## config.mk

```make
export PLATFORM = sky130hd
export DESIGN_NAME = barrel_shift_pipe
export DESIGN_NICKNAME = d
export VERILOG_FILES = /design/src/rtl/barrel_shift_pipe.sv
export SDC_FILE = /design/constraint.sdc
export NUM_CORES = 1
export LEC_CHECK = 0
export BUFFER_PORTS_ARGS = -buffer_cell sky130_fd_sc_hd__buf_2
export CAP_MARGIN = 5
export CELL_PAD_IN_SITES_DETAIL_PLACEMENT = 1
export CELL_PAD_IN_SITES_GLOBAL_PLACEMENT = 2
export CORE_MARGIN = 4
export CORE_UTILIZATION = 37
export CTS_CLUSTER_SIZE = 16
export DETAILED_ROUTE_END_ITERATION = 10
export GPL_ROUTABILITY_DRIVEN = 0
export PLACE_DENSITY_LB_ADDON = 0.1
export SYNTH_ARGS = -nofsm -noshare
export SYNTH_HDL_FRONTEND = slang
export SYNTH_SLANG_ARGS = --single-unit
export TNS_END_PERCENT = 100
```

## constraint.sdc

```tcl
create_clock -name clk -period 3.96 [get_ports clk]
set_input_delay 0.198 -clock clk [delete_from_list [all_inputs] [get_ports clk]]
set_output_delay 0.198 -clock clk [all_outputs]
set_load 0.1 [all_outputs]
```

## src/rtl/barrel_shift_pipe.sv

```systemverilog
// Pipelined barrel shifter: SLL/SRL/SRA; op 11 rotates right with BARREL_SFT_ROTATE_EN, else SRL.
// Latency: ceil(log2(WIDTH)/PIPE_EVERY) cycles, 1 beat/cycle with out_ready high.
// Backpressure: global stall, every stage holds (bubbles included) while out_valid & ~out_ready.
module barrel_shift_pipe #(
    parameter int WIDTH      = 32,
    parameter int PIPE_EVERY = 2
) (
    input  logic                     clk,
    input  logic                     rst,
    input  logic                     in_valid,
    output logic                     in_ready,
    input  logic [WIDTH-1:0]         in_data,
    input  logic [$clog2(WIDTH)-1:0] in_amt,
    input  logic [1:0]               in_op,
    output logic                     out_valid,
    input  logic                     out_ready,
    output logic [WIDTH-1:0]         out_data,
    output logic                     out_zero
);

    localparam int LVL = $clog2(WIDTH);
    localparam int LAT = (LVL + PIPE_EVERY - 1) / PIPE_EVERY;

    typedef struct packed {
        logic             vld;
        logic [WIDTH-1:0] dat;
        logic [LVL-1:0]   amt;
        logic [1:0]       op;
    } beat_t;

    logic  adv;
    beat_t in_beat;
    beat_t last;

    // One mux level: shift by 2^k. SRA reads the current MSB, which still equals
    // the operand sign because earlier SRA levels only ever fill with that bit.
    function automatic logic [WIDTH-1:0] shift_lvl(
        input logic [WIDTH-1:0] d,
        input int               k,
        input logic [1:0]       op
    );
        logic [WIDTH-1:0] r;
        int               sh;
        sh = 1 << k;
        case (op)
            2'b00:   r = d << sh;
            2'b01:   r = d >> sh;
            2'b10:   r = $signed(d) >>> sh;
            default: begin
`ifdef BARREL_SFT_ROTATE_EN
                r = (d >> sh) | (d << (WIDTH - sh));
`else
                r = d >> sh;
`endif
            end
        endcase
        return r;
    endfunction

    assign adv      = out_ready | ~out_valid;
    assign in_ready = adv & ~rst;

    always_comb begin
        in_beat     = '0;
        in_beat.vld = in_valid;
        in_beat.dat = in_data;
        in_beat.amt = in_amt;
        in_beat.op  = in_op;
    end

    genvar s;
    generate
        for (s = 0; s < LAT; s++) begin : g_stg
            localparam int LO = s * PIPE_EVERY;
            localparam int HI = (LO + PIPE_EVERY > LVL) ? LVL : LO + PIPE_EVERY;

            beat_t src;
            beat_t nxt;
            beat_t q;

            if (s == 0) begin : g_first
                assign src = in_beat;
            end else begin : g_rest
                assign src = g_stg[s-1].q;
            end

            always_comb begin
                nxt = src;
                for (int k = LO; k < HI; k++) begin
                    if (src.amt[k]) begin
                        nxt.dat = shift_lvl(nxt.dat, k, src.op);
                    end
                end
            end

            always_ff @(posedge clk) begin
                if (rst) begin
                    q <= '0;
                end else if (adv) begin
                    q <= nxt;
                end
            end
        end
    endgenerate

    assign last      = g_stg[LAT-1].q;
    assign out_valid = last.vld;
    assign out_data  = last.dat;
    assign out_zero  = (last.dat == '0);

    // Amount and op are fully consumed by the last stage's muxes.
    logic unused_tail;
    assign unused_tail = ^{last.amt, last.op};

endmodule

```

* After elaboration in Yosys (flattened, before gate mapping)
Cells that the tools add are included.
** Cells by class
- Div/mod/pow operators :: 0
- Shift-type cells :: 0
- Add/subtract/negate cells :: 0
- Reductions and logical operators :: 4
- Bitwise logic cells :: 4
- Muxes and demuxes :: 10
- $mul :: 0
- Equal/unequal tests :: 3
- Order comparisons :: 0
** Operator list (number)
- $pmux W32 S2 :: 5
- $mux W32 :: 5
- $logic_not A32 Y1 :: 1
- $eq A2 B2 Y1 const B :: 3
- $logic_not A2 Y1 :: 3
- $not A1 Y1 :: 2
- $and A1 B1 Y1 :: 1
- $or A1 B1 Y1 :: 1
** Word-level totals
- Word-level logic and storage cells :: 31
- Memories :: 0
- Bits in read-only memories :: 0
- Output and inout port bits :: 35
- Flip-flop bits (word level) :: 113
- Bits of input ports :: 43
- Latch bits :: 0
- Memory bits (writable) :: 0

* Longest topological paths before layout
- Depth in word-level cells :: 5
- Gate-level depth with buffers :: 8
- Depth with buffers taken out :: 4

* Worst setup path before layout
OpenSTA, ideal clock, no wires.
- Path type :: register to output
- From :: register g_stg[2].q, in the netlist out_valid
- To :: output in_ready
- Data required time :: 3.762 ns
- Buffers on the path :: 2
- Data arrival time :: 2.592 ns
- Cell stages (with the launch flop) :: 5
- Path slack :: 1.170 ns
- Path through :: dfxtp_1 > nor2b_1 > clkbuf_1 > clkbuf_1 > nor2_1
** Between the ends
- Longest elaborated chain between the ends :: 3
** RTL lines
- start: declaration :: line 79 : beat_t q;
- start signal: assignment :: line 100 : q <= nxt;
- $not A1 Y1 :: line 60 : assign adv = out_ready | ~out_valid;
- $or A1 B1 Y1 :: line 60
- $and A1 B1 Y1 :: line 61 : assign in_ready = adv & ~rst;
- end: declaration :: line 11 : output logic in_ready,
Every way passes these cells.

* Final worst setup path
- From :: register g_stg[0].q[1] (netlist bit)
- To :: register g_stg[1].q[25] (netlist bit)
** Between the ends
- Longest elaborated chain between the ends :: 5
- Elaborated cells between the ends (all ways) :: 6
** RTL lines
- start: declaration :: line 79
- start signal: assignment :: line 100
- $eq A2 B2 Y1 or $logic_not A2 Y1 (tied branches) :: line 45 : case (op)
- $pmux W32 S2 :: line 45
- $mux W32 :: line 90 : if (src.amt[k]) begin
- $pmux W32 S2 :: line 45
- $mux W32 * :: line 90
- end signal: assignment :: line 100
- end: declaration :: line 79
Every way passes the cells marked *; elsewhere a longest branch is shown, timed or not.
A chain may end at the register's enable or synchronous reset.

==> results.md <==
- Status: complete, no violations
- Cell Area, Placed: between 7000 and 8000 um^2
- FFs w/ async S/R, synth: 0%
- Leading post-synthesis cells by cell area: dfxtp_1 (30%), nor2_1 (7.1%), a21oi_1 (6.6%), a311oi_1 (5.6%), o21ai_0 (4.5%)
- Clk sinks: around 110
- CP cell instances: buf_4, or2_1, buf_4, mux4_2, a211oi_1, a211oi_1
- Top Family by Delay on Critical Path: buffers and inverters
- Syn Area/Cell: 7.474 um^2
- Final ANT Viol Nets: 0
- Max-cap viol count: 0
- Max Clock Freq: a little over 0.4 GHz
- Final HPWL DP: 20.04 mm
- Synth warn: 0
- Critical path fanouts, max: 47
- DR WL met3: 1.625 mm
- Clk slew on worst S/H paths: 0.08 ns
- Die height: around 150 um
- ANT cells: 0
- Fin Clk Skew: 0.01592 ns
- Hold path cells: 3
- Hold_buf cts: 0
- LEAKAGE: 0.002792 uW
- Register-to-register setup slack: around 1.5 ns
- Crit path capture type: register
- Setup tns final: 0 ns
- Sequential fraction of the synthesis area: 30.17%
- Cells after Synth: 950
- Total wire length: 27.82 mm
- Final setup fails: 0
- CTS tree: built
- Slowest cell on crit path: mux4_2
- DR WL/cell: 23.42 um
- Vias in the first global route: 7626
- Post-CTS Resized: 0
- DIE AREA: roughly 21000 um^2
- CTS Buf Count: 9
- RSZ-0062 raised after global routing: false
- Hold endpoint: g_stg[0].q[4]$_SDFFE_PP0N_
- Finished Layout Cells: between 1000 and 1500
- Clock Tree Root: clkbuf_16
- Initial Util: 37.83%
- WP buf/inv: 2
- Gr usage total: 25.47%
- Initial antenna violation count: 2
- Highest routed layer: met5
- Layout Utilization: 41.28%
- Min-delay worst type: in -> reg
- Fin nets: about 990
- Critical path type: reg -> reg
- Grt total ovfl: 0
- WP data required: 4.18 ns
- FP Rows: 50
- Synth top area share: 30.17%
- Longest Clk Path Bufs: 2
- Most frequent cell after synthesis: nor2_1
- Max stage delay on crit path: between 0.5 and 0.6 ns
- Core area: ~19000 um^2
- Unique masters post-synth: 49
- Fin. max-slew vios: 0
- Final hold vios: 0
- H-tree Lvls: 3
- Peak supply drop: 188.4 uV
- Share of layout cells above drive strength 1: 16.25%
- Area Overhead vs Synth: 9.110%
- Arrival @ worst endpoint: 2.70 ns
- Post-CTS Setup Inserts: 0
- Worst R2R Path Depth: 6
- Post-synth top cells: nor2_1 (134), dfxtp_1 (107), a21oi_1 (94), clkbuf_1 (75), o21ai_0 (64)
- Largest net degree at the start of global routing: 69
- Drt drc: 0
- TritonRoute pass-1 iters: 5
- Post-layout min period: approximately 2.5 ns
- Vias/cell: 6.407
- PortBufs: between 70 and 80
- Chip width: around 150 um
- Pwr Density: 386.0 nW/um^2
- Period utilisation layout: between 60% and 70%
- Area leader, netlist: dfxtp_1
- Initial DRC Count: approximately 640
- Metal2 WL: 13.01 mm
- Hold Path Origin: in_amt[2]
- Worst-skew pair later-pin latency: 0.37 ns
- Fillers: 2335
- Syn_nets: 993
- EDFF count, synth: 0
- Worst slew pin tran: ~1.1 ns
- Via count: 7612
- Synthesized area: 7101 um^2
- Setup crit start kind: register
- Top_reg_cell synth: dfxtp_1
- Design area: 7747 um^2
- FF-to-FF End: g_stg[1].q[25]$_SDFFE_PP0N_
- First-pass GRT wire length: 44.10 mm
- RR Startpoint: g_stg[0].q[1]$_SDFFE_PP0N_
- Met1 wire length: 12.48 mm
- Dpl cells: 1173
- Yosys reg bits: around 110
- # IOs: between 70 and 80
- Slew margin rel.: between 20% and 30%
## how the worst max path moves through the flow
stage / from / depth (start not counted) / end / slack (ns)
after global routing: g_stg[0].q[1]$_SDFFE_PP0N_ / 6 / g_stg[1].q[25]$_SDFFE_PP0N_ / 1.34
after global placement: g_stg[0].q[1]$_SDFFE_PP0N_ / 6 / g_stg[1].q[25]$_SDFFE_PP0N_ / 1.60
final: g_stg[0].q[1]$_SDFFE_PP0N_ / 6 / g_stg[1].q[25]$_SDFFE_PP0N_ / 1.48
after floorplan: out_valid$_SDFFE_PP0N_ / 4 / in_ready / 1.17
after detailed placement: g_stg[0].q[1]$_SDFFE_PP0N_ / 6 / g_stg[1].q[25]$_SDFFE_PP0N_ / 1.52
after CTS: g_stg[0].q[1]$_SDFFE_PP0N_ / 6 / g_stg[1].q[25]$_SDFFE_PP0N_ / 1.49
## layout by cell type (no fill, tap or decap), types with 4 or more instances in the layout
cell / instances
a2111oi_0: 11
a211oi_1: 31
a21oi_1: 94
a221oi_1: 17
a311oi_1: 45
a31oi_1: 9
buf_2: 76
buf_4: 16
clkbuf_16: 9
dfxtp_1: 106
inv_1: 30
mux2_2: 6
mux2i_1: 25
mux4_2: 5
nand2_1: 41
nand2b_1: 9
nand3_1: 5
nand3b_1: 4
nand4_1: 4
nor2_1: 134
nor2b_1: 4
nor3_1: 53
nor3b_1: 5
nor4_1: 37
o21ai_0: 64
o21bai_1: 4
o221ai_1: 15
o22ai_1: 11
or3b_1: 15
or3b_2: 30
## worst min-delay path, stage by stage
cell,delay (ns)
buf_2,0.10
nand2_1,0.05
a21oi_1,0.05
## final cells by class
type                            count  area, um^2  area share, %
Multi-Input combinational cell    709        4394          56.72
Sequential cell                   107        2143          27.66
Timing Repair Buffer               93       520.5          6.718
Tap cell                          234       292.8          3.779
Clock buffer                        9       225.2          2.907
Inverter                           30       112.6          1.453
Clock inverter                      6       58.81         0.7590
## state kept, by name, indices dropped and copies added, names as in the netlist
name       count
g_stg.q       74
out_data      32
out_valid      1
## power by group
part / total [uW] / internal (uW) / switching [uW]
clock: 900 / 437 / 463
combinational: 800 / 253 / 547
sequential: 1290 / 1160 / 130
## metrics by stage
| step | power (uW) | setup WS (ns) | hold slack (ns) |
|---|---|---|---|
| after floorplan | 1864 | 1.170 | 0.3385 |
| after global placement | 2089 | 1.595 | 0.4390 |
| after detailed placement | 2107 | 1.515 | 0.4527 |
| after CTS | 3005 | 1.489 | 0.06479 |
| after global routing | 3137 | 1.338 | 0.06815 |
| final | 2990 | 1.483 | 0.07395 |
## routing by layer
metal  vias to the layer above  global-route usage [%]
li1                       3577                       -
met1                      3772                   34.04
met5                         -                       0
met2                       213                   41.14
met3                        46                   5.525
met4                         4                   7.949
## kinds of logic (layout without fill, tap and decap cells)
family,count (synthesis),count (layout),share of synthesized area [%]
and+or+nand+nor,353,353,25.85
AOI/OAI and AO/OA,320,320,29.76
buffers and inverters,134,138,8.159
DFF,107,107,30.17
muxes,36,36,6.062
Note: power is estimated with default switching activity, not from simulation.
